File: config.mk
export PLATFORM = sky130hd
export DESIGN_NAME = mod_counter_updn_flat
export DESIGN_NICKNAME = d
export VERILOG_FILES = /design/src/rtl/mod_counter_updn_if.sv /design/src/rtl/mod_counter_updn.sv /design/src/flat_wrapper.sv
export SDC_FILE = /design/constraint.sdc
export NUM_CORES = 1
export LEC_CHECK = 0
export ABC_AREA = 1
export CAP_MARGIN = 20
export CORE_MARGIN = 5
export CORE_UTILIZATION = 46
export CTS_CLUSTER_SIZE = 28
export DETAILED_ROUTE_END_ITERATION = 8
export MAX_ROUTING_LAYER = met4
export PLACE_DENSITY = 0.77
export SETUP_SLACK_MARGIN = 0.2
export SLEW_MARGIN = 25
export SYNTH_ARGS = -nofsm -noshare
export SYNTH_HDL_FRONTEND = slang
export SYNTH_SLANG_ARGS = --single-unit
File: constraint.sdc
create_clock -name clk -period 1.65 [get_ports clk]
set_input_delay 0.33 -clock clk [delete_from_list [all_inputs] [get_ports clk]]
set_output_delay 0.33 -clock clk [all_outputs]
set_load 0.01 [all_outputs]
File: src/rtl/mod_counter_updn_if.sv
// Control and status bundle for the up/down modulo counter.
// The master side drives the count controls; the slave side (the counter)
// returns the count value and its status flags.
interface mod_counter_updn_if #(
  parameter int WIDTH = 5
);
  logic             en;
  logic             up_dn;
  logic             sat_mode;
  logic [WIDTH-1:0] max_val;
  logic             load;
  logic [WIDTH-1:0] load_val;
  logic             clr_ovf;
  logic [WIDTH-1:0] q;
  logic             tc;
  logic             wrap;
  logic             ovf;

  modport master (
    output en, up_dn, sat_mode, max_val, load, load_val, clr_ovf,
    input  q, tc, wrap, ovf
  );

  modport slave (
    input  en, up_dn, sat_mode, max_val, load, load_val, clr_ovf,
    output q, tc, wrap, ovf
  );
endinterface

File: src/rtl/mod_counter_updn.sv
// Up/down modulo counter with a runtime terminal value, wrap or saturate
// behaviour at the bounds, parallel load, a combinational terminal count
// for cascading, a one-cycle wrap pulse and a sticky overflow flag.
module mod_counter_updn #(
  parameter int              WIDTH       = 5,
  parameter logic [WIDTH-1:0] RESET_VALUE = '0
) (
  input  logic                 clk,
  input  logic                 rst,
  mod_counter_updn_if.slave    ctr_io
);

  logic [WIDTH-1:0] q_q, q_d;
  logic             wrap_q, wrap_d;
  logic             ovf_q, ovf_d;
  logic             bound_hit;

  logic at_top;
  logic at_zero;
  logic above_max;

  assign at_top    = (q_q >= ctr_io.max_val);
  assign at_zero   = (q_q == '0);
  assign above_max = (q_q > ctr_io.max_val);

  // Next-state selection: load beats count; bound events raise wrap/ovf.
  always_comb begin
    q_d       = q_q;
    wrap_d    = 1'b0;
    bound_hit = 1'b0;
    if (ctr_io.load) begin
      // Clamp into range; a clamp is not treated as a bound event.
      q_d = (ctr_io.load_val > ctr_io.max_val) ? ctr_io.max_val : ctr_io.load_val;
    end else if (ctr_io.en) begin
      if (ctr_io.up_dn) begin
        if (!at_top) begin
          q_d = q_q + 1'b1;
        end else begin
          // Also covers q above a freshly lowered max_val.
          bound_hit = 1'b1;
          if (ctr_io.sat_mode) begin
            q_d = ctr_io.max_val;
          end else begin
            q_d    = '0;
            wrap_d = 1'b1;
          end
        end
      end else begin
        if (at_zero) begin
          bound_hit = 1'b1;
          if (!ctr_io.sat_mode) begin
            q_d    = ctr_io.max_val;
            wrap_d = 1'b1;
          end
        end else if (above_max) begin
          // Out of range after max_val was lowered: pull back silently.
          q_d = ctr_io.max_val;
        end else begin
          q_d = q_q - 1'b1;
        end
      end
    end
    // Setting wins over a simultaneous clear.
    ovf_d = (ovf_q & ~ctr_io.clr_ovf) | bound_hit;
  end

  // State registers with synchronous reset overriding everything else.
  always_ff @(posedge clk) begin
    if (rst) begin
      q_q    <= RESET_VALUE;
      wrap_q <= 1'b0;
      ovf_q  <= 1'b0;
    end else begin
      q_q    <= q_d;
      wrap_q <= wrap_d;
      ovf_q  <= ovf_d;
    end
  end

  assign ctr_io.q    = q_q;
  assign ctr_io.wrap = wrap_q;
  assign ctr_io.ovf  = ovf_q;
  // Terminal count is combinational so a following stage sees it this cycle.
  assign ctr_io.tc   = ctr_io.en & ((ctr_io.up_dn & at_top) | (~ctr_io.up_dn & at_zero));

endmodule

File: src/flat_wrapper.sv
// flat-port wrapper written by rule: the top's interface ports become plain ports
module mod_counter_updn_flat 
#(
  parameter int              WIDTH       = 5,
  parameter logic [WIDTH-1:0] RESET_VALUE = '0
)
  (clk, rst, ctr_io_en, ctr_io_up_dn, ctr_io_sat_mode, ctr_io_max_val, ctr_io_load, ctr_io_load_val, ctr_io_clr_ovf, ctr_io_q, ctr_io_tc, ctr_io_wrap, ctr_io_ovf);
  mod_counter_updn_if #(.WIDTH(WIDTH)) ctr_io_i ();
  input  logic clk;
  input  logic rst;
  input wire logic [$bits(ctr_io_i.en)-1:0] ctr_io_en;
  input wire logic [$bits(ctr_io_i.up_dn)-1:0] ctr_io_up_dn;
  input wire logic [$bits(ctr_io_i.sat_mode)-1:0] ctr_io_sat_mode;
  input wire logic [$bits(ctr_io_i.max_val)-1:0] ctr_io_max_val;
  input wire logic [$bits(ctr_io_i.load)-1:0] ctr_io_load;
  input wire logic [$bits(ctr_io_i.load_val)-1:0] ctr_io_load_val;
  input wire logic [$bits(ctr_io_i.clr_ovf)-1:0] ctr_io_clr_ovf;
  output wire logic [$bits(ctr_io_i.q)-1:0] ctr_io_q;
  output wire logic [$bits(ctr_io_i.tc)-1:0] ctr_io_tc;
  output wire logic [$bits(ctr_io_i.wrap)-1:0] ctr_io_wrap;
  output wire logic [$bits(ctr_io_i.ovf)-1:0] ctr_io_ovf;
  assign ctr_io_i.en = ctr_io_en;
  assign ctr_io_i.up_dn = ctr_io_up_dn;
  assign ctr_io_i.sat_mode = ctr_io_sat_mode;
  assign ctr_io_i.max_val = ctr_io_max_val;
  assign ctr_io_i.load = ctr_io_load;
  assign ctr_io_i.load_val = ctr_io_load_val;
  assign ctr_io_i.clr_ovf = ctr_io_clr_ovf;
  assign ctr_io_q = ctr_io_i.q;
  assign ctr_io_tc = ctr_io_i.tc;
  assign ctr_io_wrap = ctr_io_i.wrap;
  assign ctr_io_ovf = ctr_io_i.ovf;
  mod_counter_updn #(.WIDTH(WIDTH), .RESET_VALUE(RESET_VALUE)) u_core (.clk(clk), .rst(rst), .ctr_io(ctr_io_i));
endmodule
* After elaboration in Yosys (flattened, before gate mapping) *
Index checks and enable logic that the tools add are counted.

operators by class
  add/subtract/negate cells = 2
  magnitude comparators = 3
  equal/unequal tests = 1
  mux-type cells = 18
  bitwise logic cells = 9
  reduce and logical (&&, ||, !) cells = 4

operators with widths
  kind                                               number
  2-to-1 mux 5 bit                                   9
  greater-than comparator 5 bit                      2
  2-to-1 mux 1 bit                                   9
  adder 5 x 1 -> 5 bit (second input constant)       1
  >= comparator 5 bit                                1
  logical NOT 5 bit                                  1
  subtractor 5 x 1 -> 5 bit (second input constant)  1
  AND 1 bit                                          4
  != test 4 bit (second input constant)              1
  inverter 1 bit                                     3
  OR reduction 3 bit                                 1
  bitwise OR 1 bit                                   2
  AND reduction 2 bit                                1
  nonzero test 2 bit                                 1

storage, ports and cells
  flip-flop bits (word level) = 7
  input port bits = 17

* Depth between registers and ports, before layout *
Gate-level depths: netlist (run 1).

  depth after elaboration = 6
  gate-level depth with buffers = 13
  gate-level depth less buffers = 13

* Least setup slack after synthesis (run 1) *
No wires, ideal clock.

  path type = register to output
  start = register u_core.q_q[4], in the netlist u_core.ctr_io.q[4]
  end = output ctr_io_tc
  data arrival time = 1355 ps
  setup slack = -35 ps
  stages on the path, launching flop included = 8
  path through = dfxtp_1 ha_1 nand2_2 inv_2 a21oi_4 nand3_4 nand2_4 a21boi_4

between the ends
  word-level cells in the longest chain between the ends = 4
  elaborated cells on any way between the ends = 6

ends and longest elaborated chain
  what                                                             line                                            text
  from (decl)                                                      mod_counter_updn.sv:13                          logic [WIDTH-1:0] q_q, q_d;
  from (signal assigned)                                           mod_counter_updn.sv:74                          q_q <= q_d;
  >= comparator 5 bit / logical NOT 5 bit (equally long branches)  mod_counter_updn.sv:22, mod_counter_updn.sv:23
  AND 1 bit                                                        mod_counter_updn.sv:84                          assign ctr_io.tc = ctr_io.en & ((ctr_io.up_dn & at_top) | (~ctr_io.up_dn & at_zero));
  bitwise OR 1 bit (*)                                             mod_counter_updn.sv:84
  AND 1 bit (*)                                                    mod_counter_updn.sv:84
  to (decl)                                                        flat_wrapper.sv:19                              output wire logic [$bits(ctr_io_i.tc)-1:0] ctr_io_tc;

Every way passes the cells marked *; elsewhere a longest branch is shown, timed or not.

* Worst setup path after layout (run 1) *
  start = register u_core.q_q[2], in the netlist u_core.ctr_io.q[2]
  end = output ctr_io_tc

Same word-level chain as after synthesis.

==> results of run 1 <==
-- logic make-up after synthesis --
kind of cell / Yosys count / share of synthesized area (%)
fa+ha+maj: 12 / 12.7
xor+xnor: 3 / 2.22
simple gates: 100 / 47.4
compound gates: 22 / 14.3
buf+inv: 35 / 11.6
flops: 7 / 11.8
-- worst register-to-register path, delay by kind of cell (launching register included) --
| kind | cells | cell delay [ns] |
|---|---|---|
| buf+inv | 4 | 0.39 |
| compound gates | 2 | 0.22 |
| simple gates | 6 | 0.48 |
| fa+ha+maj | 1 | 0.25 |
| flops | 1 | 0.36 |
-- layout by cell type, fill, tap and decap left out, types with 4 or more instances in the layout --
master	instances
sky130_fd_sc_hd__a21oi_2	6
sky130_fd_sc_hd__nand3_1	14
sky130_fd_sc_hd__buf_6	4
sky130_fd_sc_hd__dlygate4sd2_1	11
sky130_fd_sc_hd__nor2_1	12
sky130_fd_sc_hd__nand3_4	4
sky130_fd_sc_hd__nor2_2	4
sky130_fd_sc_hd__nand2_2	8
sky130_fd_sc_hd__inv_1	21
sky130_fd_sc_hd__ha_1	6
sky130_fd_sc_hd__buf_4	34
sky130_fd_sc_hd__nand4_1	7
sky130_fd_sc_hd__nand2_1	36
sky130_fd_sc_hd__inv_2	10
sky130_fd_sc_hd__clkdlybuf4s50_1	7
sky130_fd_sc_hd__o21ai_1	8
sky130_fd_sc_hd__ha_4	6
sky130_fd_sc_hd__nand2_4	9
-- sequential cells by signal, indices dropped and copies added (netlist names) --
| name | flops |
|---|---|
| u_core.ctr_io.ovf | 1 |
| u_core.ctr_io.wrap | 1 |
| u_core.ctr_io.q | 5 |
-- power groups by stage --
stage               Clock, W  Combinational [W]  Sequential [W]
detailed placement         0           0.000749        0.000213
finish              0.000149           0.000827        0.000210
CTS                 0.000153           0.000780        0.000210
global route        0.000166           0.000905        0.000212
global placement           0           0.000729        0.000214
floorplan                  0           0.000460        0.000226
-- repair_timing --
| action | in CTS | in global routing |
|---|---|---|
| buffers inserted | 3 | 2 |
| setup endpoints to repair | 14 | 10 |
| pin swaps | 21 | 11 |
| gates resized for setup | 39 | 18 |
-- metrics by stage --
step | instance area, um^2 | std cells
floorplan | 1250 | 179
global placement | 1750 | 262
detailed placement | 1750 | 262
CTS | 1850 | 269
global route | 1910 | 271
finish | 1910 | 271
-- synth_stat cells --
| cell | number |
|---|---|
| sky130_fd_sc_hd__nand3_1 | 16 |
| sky130_fd_sc_hd__nor2_8 | 2 |
| sky130_fd_sc_hd__inv_1 | 25 |
| sky130_fd_sc_hd__o22ai_4 | 1 |
| sky130_fd_sc_hd__nand3_2 | 1 |
| sky130_fd_sc_hd__nor3_2 | 2 |
| sky130_fd_sc_hd__a21oi_4 | 1 |
| sky130_fd_sc_hd__xor2_1 | 3 |
| sky130_fd_sc_hd__dfxtp_1 | 7 |
| sky130_fd_sc_hd__nand2_4 | 6 |
| sky130_fd_sc_hd__a21oi_2 | 5 |
| sky130_fd_sc_hd__nand2_2 | 3 |
| sky130_fd_sc_hd__inv_2 | 7 |
| sky130_fd_sc_hd__buf_4 | 1 |
| sky130_fd_sc_hd__nand4_1 | 7 |
| sky130_fd_sc_hd__o21ai_0 | 5 |
| sky130_fd_sc_hd__nand2_1 | 44 |
| sky130_fd_sc_hd__buf_2 | 2 |
| sky130_fd_sc_hd__a21boi_4 | 1 |
| sky130_fd_sc_hd__nor2_1 | 16 |
| sky130_fd_sc_hd__nand3_4 | 2 |
| sky130_fd_sc_hd__nand4_4 | 1 |
| sky130_fd_sc_hd__o21ai_1 | 5 |
| sky130_fd_sc_hd__a21oi_1 | 4 |
| sky130_fd_sc_hd__ha_1 | 12 |
-- final cells by class --
cell class,count,area [um^2]
Clock buffer,4,26.3
Timing Repair Buffer,61,512
Tap cell,30,37.5
Sequential cell,7,151
Multi-Input combinational cell,137,1060
Fill cell,185,568
Inverter,32,123
-- per-layer routing --
metal  vias to the layer above  part of all wire, %  GRT usage (%)
met4                         0                  1.5           5.88
li1                        706                    -              -
met5                         -                    0              -
met2                        57                   53           43.5
met3                         7                  5.6           5.11
met1                       658                   40           26.8
-- final timing paths --
check             slack, ns            endpoint  depth (start not counted)          startpoint
setup reg to reg      -0.15  u_core.ctr_io.q[0]                         13  u_core.ctr_io.q[4]
hold / removal         0.49   u_core.ctr_io.ovf                          2   u_core.ctr_io.ovf
hold reg to reg        0.49   u_core.ctr_io.ovf                          2   u_core.ctr_io.ovf
setup / recovery      -0.22           ctr_io_tc                          8  u_core.ctr_io.q[2]
==> reports/qor.log, run 1 <==
qor: run_status.status complete, but fails checks
qor: drt.route.antenna.remaining_nets 0
qor: layout.flow.area_growth_from_synthesis 61.1%
qor: clock_network.hold_buffer_count_at_cts 0
qor: floorplan.start_util 47.8%
qor: floorplan.die-area 0.00369 mm^2
qor: drt.detail_route.drc_violations 0
qor: sta.fin_worst_hold_slack 0.486 ns
qor: floorplan.fp-row-count 18
qor: worst_hold_path.hold_class reg -> reg
qor: place.dp_worst_setup_slack -0.980 ns
qor: logic_synthesis.synth.distinct_cells 25
qor: clock_network.cts_num_sinks 7
qor: floorplan.fp.coreArea 0.00248 mm^2
qor: layout.post_route_cells_drive_above_1_share 44.8%
qor: clock_network.clkTransAtPathRegs 0.05 ns
qor: place.buffer_ports.inserted 24
qor: global_routing.grt_max_degree 11
qor: sta.max_slew_margin 78.4%
qor: power.seq_pwr_share 17.7%
qor: place.post-dp-hpwl 3100 um
qor: job.max_cap_violations 0
qor: layout.antenna_cells 0
qor: critical_path.critical_path_buf_inv_count 1
qor: power.power.clock.fraction 12.5%
qor: critical_path.worst_path_largest_cell_delay 0.34 ns
qor: clock_network.cts-buffers-inserted 3
qor: power.p_leak 1.00 nW
qor: global_routing.grt_pass1_vias 1451
qor: global_routing.grt_first_pass_wirelength 6530 um
qor: critical_path.worstSetupEndpointType output pin
qor: critical_path.path_cells ha_4 -> nand2_4 -> nor2_8 -> nand2_4 -> nand3_4 -> nand2_4 -> a21boi_4 -> buf_6
qor: sta.grt_setup_unrepaired true
qor: power.fin_total_pwr 0.00119 W
qor: floorplan.die_w 60.8 um
qor: logic_synthesis.syn-mean-instance-area 6.62 um^2
qor: critical_path.critical_path.max_fanout 2
qor: drt.via_count 1428
qor: logic_synthesis.synth_top_cells_by_area sky130_fd_sc_hd__nand2_1, sky130_fd_sc_hd__ha_1, sky130_fd_sc_hd__dfxtp_1
qor: clock_network.tritoncts built
qor: logic_synthesis.synth-seq-cells 7
qor: drt.via_per_inst 5.27
qor: logic_synthesis.synth-warning-count 0
qor: power.worst_ir_drop_vdd 0.000643 V
qor: sta.tightestPinTransition 0.323 ns
qor: clock_network.cts_htree_levels 1
qor: drt.drt_pass1_iterations 4
qor: sta.final_report_hold_violation_count 0
qor: logic_synthesis.post_synth_inst_count 179
qor: global_routing.grt.overflow.total 0
qor: sta.period_minus_slack 1.87 ns
qor: sta.final-max-slew-violation-count 0
qor: logic_synthesis.synth_nets 208
qor: run_status.violations_in_the_final_reports setup timing
qor: critical_path.cp_data_arrival_time 1.54 ns
qor: floorplan.die_height 60.8 um
qor: layout.layout.core_utilization 77.1%
qor: sta.fin_tns_setup -0.825 ns
qor: drt.drt_iter0_markers 61
qor: power.cellPowerDensity 621 mW/mm^2
qor: power.internal-power 0.000658 W
qor: logic_synthesis.mappedNetlistArea 0.00118 mm^2
qor: floorplan.floorplan.io_pins 25
qor: power.sw_frac_of_total 44.5%
qor: critical_path.timing.critical_path.mode_cell sky130_fd_sc_hd__nand2_4
qor: power.power.combinational.fraction 69.7%
qor: power.power.switching 0.000528 W
qor: place.gp_routability_congestion 0.904
qor: critical_path.critical-path-slowest-cell sky130_fd_sc_hd__dfxtp_2
qor: critical_path.timing.critical_path.max_delay_family simple AND/OR/NAND/NOR gates
qor: global_routing.track_usage 24.1%
qor: critical_path.setup.worst_path.class reg -> out
qor: sta.layout_worst_path_cycle_share 113%
qor: clock_network.clockBufferDepth 2
qor: drt.avgRoutedWirePerCell 14.6 um
qor: clock_network.insertion_delay 0.24 ns
qor: logic_synthesis.synth-seq-area-share 11.8%
qor: global_routing.initial_antenna_violation_count 0
qor: sta.skew 0.00575 ns
qor: logic_synthesis.synth_area_leader_cell sky130_fd_sc_hd__nand2_1
qor: critical_path.start_kind flop
qor: critical_path.crit_required 1.32 ns
qor: sta.setup_viol_count_final 6
qor: layout.layout.nets 271
qor: drt.totalWireLength 3970 um
qor: logic_synthesis.synthDominantCellAreaShare 13.9%
qor: clock_network.root_buffer sky130_fd_sc_hd__clkbuf_4
qor: sta.max_clock_freq 536 MHz
qor: sta.finalWorstSetupSlack -0.216 ns
Note: power is estimated with default switching activity, not from simulation.
==> inputs of run 2 (changes only) <==
--- a/config.mk
+++ b/config.mk
@@ -8,11 +8,11 @@
 export ABC_AREA = 1
 export CAP_MARGIN = 20
 export CORE_MARGIN = 5
-export CORE_UTILIZATION = 46
+export CORE_UTILIZATION = 40
 export CTS_CLUSTER_SIZE = 28
 export DETAILED_ROUTE_END_ITERATION = 8
 export MAX_ROUTING_LAYER = met4
-export PLACE_DENSITY = 0.77
+export PLACE_DENSITY = 0.69
 export SETUP_SLACK_MARGIN = 0.2
 export SLEW_MARGIN = 25
 export SYNTH_ARGS = -nofsm -noshare
==> reports/qor.log, run 2 (synthesized netlist as in run 1, its figures left out) <==
qor: global_routing.track_usage 18.8%
qor: layout.cell_count_final_fillers_out 274
qor: power.worst_ir_drop_vdd 0.000387 V
qor: worst_hold_path.worstHoldPathCells 2
qor: layout.flow.area_growth_from_synthesis 61.0%
qor: clock_network.hold_buffer_count_at_cts 0
qor: global_routing.grt.overflow.total 0
qor: sta.final-max-slew-violation-count 0
qor: critical_path.rr_endpoint u_core.ctr_io.ovf
qor: critical_path.worst_r2r_startpoint u_core.ctr_io.q[2]
qor: place.dp_worst_setup_slack -0.976 ns
qor: clock_network.cts-buffers-inserted 3
qor: floorplan.die_w 64.4 um
qor: floorplan.die-area 0.00415 mm^2
qor: drt.totalWireLength 3700 um
qor: floorplan.floorplan.io_pins 25
qor: floorplan.fp-row-count 19
qor: layout.layout_commonest_cell sky130_fd_sc_hd__nand2_1
qor: layout.most-common-layout-cells sky130_fd_sc_hd__nand2_1, sky130_fd_sc_hd__buf_4, sky130_fd_sc_hd__inv_1
qor: worst_hold_path.hold_class reg -> reg
qor: drt.avgRoutedWirePerCell 13.5 um
qor: critical_path.worstSetupEndpointType output pin
qor: sta.layout_worst_path_cycle_share 115%
qor: sta.max_clock_freq 528 MHz
qor: sta.setup_viol_count_final 8
qor: sta.finalWorstSetupSlack -0.244 ns
qor: drt.via_per_inst 5.04
qor: sta.period_minus_slack 1.89 ns
qor: critical_path.start_kind flop
qor: floorplan.start_util 42.2%
qor: critical_path.critical_path.max_fanout 2
qor: drt.drt_pass1_iterations 4
qor: clock_network.clockBufferDepth 2
qor: run_status.status complete, but fails checks
qor: clock_network.cts_num_sinks 7
qor: critical_path.r2r_slack -0.14 ns
qor: layout.antenna_cells 0
qor: drt.detail_route.drc_violations 0
qor: sta.final_report_hold_violation_count 0
qor: drt.drt_iter0_markers 103
qor: global_routing.grt_pass1_vias 1343
qor: clock_network.clkTransAtPathRegs 0.07 ns
qor: floorplan.fp.coreArea 0.00281 mm^2
qor: run_status.violations_in_the_final_reports setup timing
qor: power.p_leak 0.994 nW
qor: place.post-dp-hpwl 2980 um
qor: place.buffer_ports.inserted 24
qor: critical_path.setup.worst_path.class reg -> out
qor: clock_network.root_buffer sky130_fd_sc_hd__clkbuf_4
qor: global_routing.grt_first_pass_wirelength 5970 um
qor: job.max_cap_violations 0
qor: global_routing.grt_max_degree 11
qor: place.gp_routability_congestion 0.912
qor: sta.skew 0.00206 ns
qor: power.cellPowerDensity 630 mW/mm^2
qor: layout.layout.core_utilization 68.0%
qor: worst_hold_path.hold_path_startpoint u_core.ctr_io.ovf
qor: worst_hold_path.timing.hold.worst_endpoint u_core.ctr_io.ovf
qor: clock_network.tritoncts built
qor: layout.layout.nets 273
qor: critical_path.crit_required 1.32 ns
qor: drt.via_count 1381
qor: sta.max_slew_margin 84.7%
qor: sta.grt_setup_unrepaired true
qor: layout.post_route_cells_drive_above_1_share 44.4%
qor: floorplan.die_height 64.4 um
qor: sta.tightestPinTransition 0.229 ns
qor: place.post-place-cells 263
qor: clock_network.insertion_delay 0.27 ns
qor: critical_path.cp_data_arrival_time 1.56 ns
qor: layout.nFillCells 251
qor: drt.route.antenna.remaining_nets 0
qor: global_routing.initial_antenna_violation_count 0
qor: clock_network.cts_htree_levels 1
qor: critical_path.r2r.worst_path.cells 13
qor: layout.largest_reg_flops 5
## run 2: area by class of cell
class | instances | area (um^2) | share of cell area [%]
multi-input combinational | 137 | 1040 | 54.6
timing repair buffer | 63 | 532 | 27.9
sequential | 7 | 149 | 7.80
inverter | 32 | 120 | 6.30
tap | 31 | 38.8 | 2.03
clock buffer | 4 | 26.3 | 1.38
## run 2: through the flow
| stage | total power [W] | TNS, ns | hold WS (ns) | area, um^2 |
|---|---|---|---|---|
| floorplan | 0.000685 | 0 | 0.392 | 1250 |
| global placement | 0.000951 | -4.44 | 0.464 | 1760 |
| detailed placement | 0.000962 | -4.82 | 0.473 | 1760 |
| CTS | 0.00120 | -0.582 | 0.479 | 1900 |
| global route | 0.00129 | -1.48 | 0.505 | 1910 |
| finish | 0.00120 | -0.725 | 0.483 | 1910 |
## run 2: how the worst max path moves through the flow
stage	start	endpoint	slack (ns)	cells after the start
after floorplan	u_core.ctr_io.q[1]	ctr_io_tc	0.06	7
after global placement	ctr_io_max_val[2]	ctr_io_tc	-0.94	10
after detailed placement	ctr_io_max_val[2]	ctr_io_tc	-0.98	10
after CTS	u_core.ctr_io.q[4]	ctr_io_tc	-0.24	8
after global routing	u_core.ctr_io.q[4]	ctr_io_tc	-0.32	8
final	u_core.ctr_io.q[4]	ctr_io_tc	-0.24	8
## run 2: layer usage
| metal | part of all wire (%) | track usage [%] |
|---|---|---|
| met3 | 4.5 | 2.42 |
| met1 | 44 | 21.8 |
| met2 | 49 | 32.0 |
| met4 | 2.0 | 9.23 |
| met5 | 0 | - |
## run 2: report_power, final
part           switching [W]  total [W]  internal [W]
sequential         0.0000158   0.000205      0.000190
combinational       0.000432   0.000815      0.000383
clock              0.0000882   0.000182     0.0000938
## run 2: timing repair
action	in CTS	in global routing
setup buffers	5	2
setup endpoints to repair	15	10
resized for setup	49	3
pin swaps	17	1
cloned	0	0
## run 2: critical path, cell delays in order, from the launching register on
cell	delay, ns
sky130_fd_sc_hd__dfxtp_2	0.34
sky130_fd_sc_hd__ha_4	0.27
sky130_fd_sc_hd__nand2_4	0.07
sky130_fd_sc_hd__nor2_8	0.13
sky130_fd_sc_hd__nand2_4	0.07
sky130_fd_sc_hd__nand3_4	0.08
sky130_fd_sc_hd__nand2_4	0.05
sky130_fd_sc_hd__a21boi_4	0.15
sky130_fd_sc_hd__buf_6	0.12
